[src/rtl/psx_mem_arbiter.sv]
`default_nettype none
// +----------------------------------------------------------------------------+
// | Module      : psx_mem_arbiter                                              |
// | Description : Shares the PSX-side DDR bridge port between NCLIENT          |
// |               requesters. One command slot is buffered per client, slots  |
// |               are granted round-robin, one command is in flight at a time, |
// |               and read data is routed back to the owning client.           |
// | Options     : PSX_ARB_FIXED_PRIO_EN - fixed priority, lowest index wins.   |
// | Revision    : 1.0 - initial release                                        |
// +----------------------------------------------------------------------------+
module psx_mem_arbiter #(
  parameter int NCLIENT = 3,
  parameter int PTR_W   = 2
) (
  input  logic                     i_clk,
  input  logic                     i_rst,
  input  logic [NCLIENT-1:0]       i_cmd,
  input  logic [NCLIENT-1:0]       i_write,
  input  logic [2*NCLIENT-1:0]     i_size,
  input  logic [15*NCLIENT-1:0]    i_adr,
  input  logic [3*NCLIENT-1:0]     i_subAdr,
  input  logic [16*NCLIENT-1:0]    i_mask,
  input  logic [256*NCLIENT-1:0]   i_data,
  output logic [NCLIENT-1:0]       o_busy,
  output logic [NCLIENT-1:0]       o_dataValid,
  output logic [255:0]             o_data,
  output logic                     o_memCmd,
  output logic                     o_memWrite,
  output logic [1:0]               o_memSize,
  output logic [14:0]              o_memAdr,
  output logic [2:0]               o_memSubAdr,
  output logic [15:0]              o_memMask,
  output logic [255:0]             o_memData,
  input  logic                     i_memBusy,
  input  logic                     i_memDataValid,
  input  logic [255:0]             i_memData,
  output logic [PTR_W-1:0]         o_owner
);

  typedef enum logic [1:0] {
    ST_IDLE   = 2'd0,
    ST_ISSUE  = 2'd1,
    ST_WAIT_W = 2'd2,
    ST_WAIT_R = 2'd3
  } state_t;

  state_t                      state_q, state_d;

  // Per-client command slots
  logic [NCLIENT-1:0]          slot_valid_q, slot_valid_d;
  logic [NCLIENT-1:0]          slot_write_q, slot_write_d;
  logic [NCLIENT-1:0][1:0]     slot_size_q, slot_size_d;
  logic [NCLIENT-1:0][14:0]    slot_adr_q, slot_adr_d;
  logic [NCLIENT-1:0][2:0]     slot_sub_q, slot_sub_d;
  logic [NCLIENT-1:0][15:0]    slot_mask_q, slot_mask_d;
  logic [NCLIENT-1:0][255:0]   slot_data_q, slot_data_d;

  // Arbitration and bridge-side registers
  logic [PTR_W-1:0]            rr_ptr_q, rr_ptr_d;
  logic [PTR_W-1:0]            owner_q, owner_d;
  logic                        wait_first_q, wait_first_d;
  logic                        mem_cmd_q, mem_cmd_d;
  logic                        mem_write_q, mem_write_d;
  logic [1:0]                  mem_size_q, mem_size_d;
  logic [14:0]                 mem_adr_q, mem_adr_d;
  logic [2:0]                  mem_sub_q, mem_sub_d;
  logic [15:0]                 mem_mask_q, mem_mask_d;
  logic [255:0]                mem_data_q, mem_data_d;
  logic [255:0]                rdata_q, rdata_d;
  logic [NCLIENT-1:0]          dvalid_q, dvalid_d;

  logic                        slot_clr;
  logic                        sel_found;
  logic [PTR_W-1:0]            sel_idx;
  logic                        found_hi;
  logic [PTR_W-1:0]            idx_hi;
  logic [PTR_W-1:0]            idx_lo;

  // Winner selection over registered slots only, so a same-cycle capture waits a cycle
  always_comb begin
    sel_found = 1'b0;
    found_hi  = 1'b0;
    idx_hi    = '0;
    idx_lo    = '0;
    // Descending scan: the last hit written is the lowest qualifying index
    for (int k = NCLIENT-1; k >= 0; k--) begin
      if (slot_valid_q[k]) begin
        sel_found = 1'b1;
        idx_lo    = PTR_W'(k);
        if (PTR_W'(k) > rr_ptr_q) begin
          found_hi = 1'b1;
          idx_hi   = PTR_W'(k);
        end
      end
    end
`ifdef PSX_ARB_FIXED_PRIO_EN
    sel_idx = idx_lo;
`else
    // First valid slot after the pointer, wrapping to the lowest valid slot
    sel_idx = found_hi ? idx_hi : idx_lo;
`endif
  end

  // Slot capture on a client pulse into an empty slot; owner's slot frees on completion
  always_comb begin
    slot_valid_d = slot_valid_q;
    slot_write_d = slot_write_q;
    slot_size_d  = slot_size_q;
    slot_adr_d   = slot_adr_q;
    slot_sub_d   = slot_sub_q;
    slot_mask_d  = slot_mask_q;
    slot_data_d  = slot_data_q;
    for (int k = 0; k < NCLIENT; k++) begin
      if (i_cmd[k] && !slot_valid_q[k]) begin
        slot_valid_d[k] = 1'b1;
        slot_write_d[k] = i_write[k];
        slot_size_d[k]  = i_size[2*k +: 2];
        slot_adr_d[k]   = i_adr[15*k +: 15];
        slot_sub_d[k]   = i_subAdr[3*k +: 3];
        slot_mask_d[k]  = i_mask[16*k +: 16];
        slot_data_d[k]  = i_data[256*k +: 256];
      end
    end
    // The owner's slot is valid while in flight, so it never collides with a capture
    if (slot_clr) begin
      slot_valid_d[owner_q] = 1'b0;
    end
  end

  // Grant / issue / wait sequencing towards the bridge
  always_comb begin
    state_d      = state_q;
    owner_d      = owner_q;
    rr_ptr_d     = rr_ptr_q;
    wait_first_d = 1'b0;
    mem_cmd_d    = 1'b0;
    mem_write_d  = mem_write_q;
    mem_size_d   = mem_size_q;
    mem_adr_d    = mem_adr_q;
    mem_sub_d    = mem_sub_q;
    mem_mask_d   = mem_mask_q;
    mem_data_d   = mem_data_q;
    rdata_d      = rdata_q;
    dvalid_d     = '0;
    slot_clr     = 1'b0;
    case (state_q)
      ST_IDLE: begin
        // Hold off while the bridge is still busy (e.g. draining after a reset)
        if (!i_memBusy && sel_found) begin
          mem_cmd_d   = 1'b1;
          mem_write_d = slot_write_q[sel_idx];
          mem_size_d  = slot_size_q[sel_idx];
          mem_adr_d   = slot_adr_q[sel_idx];
          mem_sub_d   = slot_sub_q[sel_idx];
          mem_mask_d  = slot_mask_q[sel_idx];
          mem_data_d  = slot_data_q[sel_idx];
          owner_d     = sel_idx;
          rr_ptr_d    = sel_idx;
          state_d     = ST_ISSUE;
        end
      end
      ST_ISSUE: begin
        wait_first_d = 1'b1;
        state_d      = mem_write_q ? ST_WAIT_W : ST_WAIT_R;
      end
      ST_WAIT_W: begin
        // Bridge raises busy one cycle late, so its first busy sample is meaningless
        if (!wait_first_q && !i_memBusy) begin
          slot_clr = 1'b1;
          state_d  = ST_IDLE;
        end
      end
      ST_WAIT_R: begin
        if (i_memDataValid) begin
          rdata_d           = i_memData;
          dvalid_d[owner_q] = 1'b1;
          slot_clr          = 1'b1;
          state_d           = ST_IDLE;
        end
      end
      default: state_d = ST_IDLE;
    endcase
  end

  // Control and bridge-facing registers with synchronous reset
  always_ff @(posedge i_clk) begin
    if (i_rst) begin
      state_q      <= ST_IDLE;
      slot_valid_q <= '0;
      rr_ptr_q     <= PTR_W'(NCLIENT-1);
      owner_q      <= '0;
      wait_first_q <= 1'b0;
      mem_cmd_q    <= 1'b0;
      mem_write_q  <= 1'b0;
      mem_size_q   <= '0;
      mem_adr_q    <= '0;
      mem_sub_q    <= '0;
      mem_mask_q   <= '0;
      mem_data_q   <= '0;
      rdata_q      <= '0;
      dvalid_q     <= '0;
    end else begin
      state_q      <= state_d;
      slot_valid_q <= slot_valid_d;
      rr_ptr_q     <= rr_ptr_d;
      owner_q      <= owner_d;
      wait_first_q <= wait_first_d;
      mem_cmd_q    <= mem_cmd_d;
      mem_write_q  <= mem_write_d;
      mem_size_q   <= mem_size_d;
      mem_adr_q    <= mem_adr_d;
      mem_sub_q    <= mem_sub_d;
      mem_mask_q   <= mem_mask_d;
      mem_data_q   <= mem_data_d;
      rdata_q      <= rdata_d;
      dvalid_q     <= dvalid_d;
    end
  end

  // Slot payload is qualified by slot_valid_q, so it needs no reset
  always_ff @(posedge i_clk) begin
    slot_write_q <= slot_write_d;
    slot_size_q  <= slot_size_d;
    slot_adr_q   <= slot_adr_d;
    slot_sub_q   <= slot_sub_d;
    slot_mask_q  <= slot_mask_d;
    slot_data_q  <= slot_data_d;
  end

  assign o_busy      = slot_valid_q;
  assign o_dataValid = dvalid_q;
  assign o_data      = rdata_q;
  assign o_memCmd    = mem_cmd_q;
  assign o_memWrite  = mem_write_q;
  assign o_memSize   = mem_size_q;
  assign o_memAdr    = mem_adr_q;
  assign o_memSubAdr = mem_sub_q;
  assign o_memMask   = mem_mask_q;
  assign o_memData   = mem_data_q;
  assign o_owner     = owner_q;

endmodule
`default_nettype wire

[config.mk]
export PLATFORM = sky130hd
export DESIGN_NAME = psx_mem_arbiter
export DESIGN_NICKNAME = d
export VERILOG_FILES = /design/src/rtl/psx_mem_arbiter.sv
export SDC_FILE = /design/constraint.sdc
export NUM_CORES = 2
export LEC_CHECK = 0
export CAP_MARGIN = 20
export CORE_AREA = 2 2 667 669
export DETAILED_ROUTE_END_ITERATION = 16
export DIE_AREA = 0 0 669 671
export MAX_ROUTING_LAYER = met4
export PLACE_DENSITY_LB_ADDON = 0.1
export SLEW_MARGIN = 15
export SYNTH_ARGS = -nofsm -noshare
export SYNTH_HDL_FRONTEND = slang
export SYNTH_SLANG_ARGS = --single-unit
[constraint.sdc]
create_clock -name i_clk -period 29.7 [get_ports i_clk]
set_input_delay 7.425 -clock i_clk [delete_from_list [all_inputs] [get_ports i_clk]]
set_output_delay 7.425 -clock i_clk [all_outputs]
set_load 0.01 [all_outputs]
==> results.sh <==
export IMPL_drt_pass1_iter_count=5
export IMPL_grt_pass1_wl_um=390000
export IMPL_place_ws_ps=18170
export IMPL_finalCritPeriodShare_pct=35.7
export IMPL_drive_gt1_share_pct=6.56
export IMPL_cp_num_buf_inv=4
export IMPL_grtUsageMet2_pct=24.4
export IMPL_dp_hpwl_um=229000
export IMPL_slowest_stage="buf_4"
export IMPL_synth_area_mm2=0.0492
export IMPL_fin_util_pct=18.0
export IMPL_numClockSinks=1441
export IMPL_totalPowerFinal_w=0.00526
export IMPL_status="completed"
export IMPL_pin_count=1700
export IMPL_initialDrtViolationCount=1912
export IMPL_cp_slowest_stage_delay_ps=880
export IMPL_hold_class="reg2reg"
export IMPL_tns_ps=0
export IMPL_dieArea_mm2=0.449
export IMPL_crit_path_start_kind="primary input"
export IMPL_area_growth_pct=61.5
export IMPL_rows=244
export IMPL_crit_path_end_kind="flop"
export IMPL_seq_area_frac_synth_pct=76.5
export IMPL_power_density_mw_per_mm2=66.2
export IMPL_synth_warnings=0
export IMPL_hold_path_depth=2
export IMPL_hold_viol_final=0
export IMPL_die_w_um=669
export IMPL_fill_cells=48100
export IMPL_worst_pin_slew_ps=1110
export IMPL_syn_avg_cell_area_um2=14.5
export IMPL_instances_no_fill=11300
export IMPL_setup_viol_count_final=0
export IMPL_cts_resized=0
export IMPL_timing_critical_path_max_delay_family="buffers and inverters"
export IMPL_gp_congestion=0.807
export IMPL_dp_cells=10800
export IMPL_cts_buffers=196
export IMPL_grt_pass1_vias=37900
export IMPL_nets=6239
export IMPL_cts_hold_buf=0
export IMPL_skew_ps=52.7
export IMPL_synth_cells=3386
export IMPL_layout_min_cycle_time_ps=10590
export IMPL_cp_cell_sequence="clkdlybuf4s50_1, nand3_4, buf_4, buf_4, buf_4, nand2_1, a21oi_1"
export IMPL_num_vias=36600
export IMPL_reg2reg_depth=7
export IMPL_avgRoutedWirePerCell_um=26.9
export IMPL_rsz0062_at_grt="false"
export IMPL_wirelength_um=303000
export IMPL_syn_nets=4528
export IMPL_worst_path_stages=7
export IMPL_core_mm2=0.441
export IMPL_gr_total_overflow=0
export IMPL_vdd_ir_drop_worst_v=0.0000401
export IMPL_grtUsageMet3_pct=4.43
export IMPL_clk_latency_ps=900
export IMPL_viasPerCell=3.25
export IMPL_drc=0
export IMPL_start_util_pct=11.2
export IMPL_maxSlewHeadroom_pct=25.8
export IMPL_clk_pin_slew_ps=60
export IMPL_synth_seq_cells=1441
export IMPL_synth_distinct_cells=30
export IMPL_h_tree_depth=4
export IMPL_cp_data_required_time_ps=30490
export IMPL_post_cts_buffers=0
export IMPL_antenna_found_initial=244
export IMPL_cts_tree="done"
export IMPL_die_y_um=671
export IMPL_grt_max_degree=111
export IMPL_cts_root_buf="clkbuf_16"
export IMPL_crit_path_max_fanout=84
export IMPL_crit_top_cell="buf_4"
export IMPL_grt_met1_usage_pct=13.6
export IMPL_port_buffers=1699
export IMPL_top_usage_layer="met2"
export IMPL_drtAntennaViolNets=0
export IMPL_timing_final_max_slew_violations=0
export IMPL_fmax_ghz=0.0944
export IMPL_p_leak_nw=26.2
export IMPL_drv_cap=0
export IMPL_cts_buffer_depth=4
export IMPL_grt_use_total_pct=13.3
export IMPL_critPathKind="in2reg"
export IMPL_worst_ep_arrival_time_ps=11380
export IMPL_setup_slack_ps=19110
## worst register-to-register path: stages (launching register included)
cell and delay, ps:
dfxtp_2 700, nor3_2 200, nor4b_4 320, buf_4 820
buf_4 950, buf_4 820, a32oi_1 280, o21ai_1 120
## metrics by stage
| stage | cell area, um2 | hold slack, ps |
|---|---|---|
| after global placement | 73100 | 441 |
| after CTS | 79200 | 447 |
| final | 79500 | 452 |
| after detailed placement | 73100 | 446 |
| after global routing | 79500 | 466 |
| after floorplan | 49200 | 452 |
## layout make-up
cell class,count,area (um2),area share [%]
Sequential cell,1441,37600,47.4
Inverter,3,11.3,0.0142
Clock inverter,59,507,0.638
Timing Repair Buffer,1764,17600,22.1
Multi-Input combinational cell,1691,10500,13.2
Clock buffer,303,5600,7.05
Tap cell,5904,7390,9.29
Antenna cell,94,235,0.296
## flip-flops by register name, indices dropped and copies added, names as in the netlist, 6 cells and up
signal       count
o_memAdr        15
o_data         256
slot_data_q    768
slot_mask_q     48
slot_sub_q       9
slot_adr_q      45
o_memData      256
o_memMask       16
slot_size_q      6
## routing by layer
metal,wire [um],share of wire [%]
met1,110000,36
met2,160000,53
met3,24600,8.1
met4,8450,2.8
met5,0,0
## cell families after synthesis
group / synth area share [%]
AOI/OAI and AO/OA: 11.0
buffers and inverters: 2.24
DFF: 76.5
muxes: 6.00
and+or+nand+nor: 4.30
## cell usage after synthesis (all sizes together)
cell type | number | share of area [%]
nor4b | 1 | 0.048
nand2b | 2 | 0.025
a32oi | 292 | 5.2
a311oi | 3 | 0.053
o2bb2ai | 1 | 0.031
nor3b | 1 | 0.015
and3 | 1 | 0.013
nand3 | 1 | 0.010
nor3 | 3 | 0.041
o221ai | 1 | 0.018
o21ai | 292 | 3.0
nand4 | 1 | 0.013
or4 | 1 | 0.015
a21oi | 260 | 2.6
clkbuf | 136 | 1.0
nor2b | 6 | 0.076
mux2i | 294 | 6.0
o41a | 1 | 0.023
mux2 | 1 | 0.023
a22oi | 1 | 0.015
inv | 3 | 0.023
nand2 | 517 | 3.9
nor4 | 4 | 0.051
dfxtp | 562 | 23
edfxtp | 879 | 54
nor2 | 7 | 0.053
buf | 115 | 1.2
## layout by cell type, fill, tap and decap left out, types with 4 or more instances in the layout
cell type / n
clkdlybuf4s50_1: 1698
edfxtp_1: 879
dfxtp_1: 561
nand2_1: 517
mux2i_1: 294
a32oi_1: 292
o21ai_1: 292
a21oi_1: 260
clkbuf_16: 200
diode_2: 94
clkbuf_1: 82
buf_4: 60
clkinv_2: 23
clkbuf_8: 21
clkinv_1: 15
nor2_1: 6
clkinvlp_4: 6
nor4_1: 4
inv_6: 4
buf_12: 4
## report_power, final
part	internal [W]	switching, W	leakage [nW]
combinational	0.000283	0.000336	10.3
clock	0.00133	0.000994	2.96
sequential	0.00226	0.0000651	12.9
## path summary, 6_finish.rpt
path	from	to	slack [ps]
setup / recovery	i_memDataValid	o_data[128]	19110
hold / removal	slot_data_q[700]	o_memData[188]	450
setup reg to reg	o_busy[1]	o_memData[182]	25450
hold reg to reg	slot_data_q[700]	o_memData[188]	450
(Power assumes the default switching activity.)
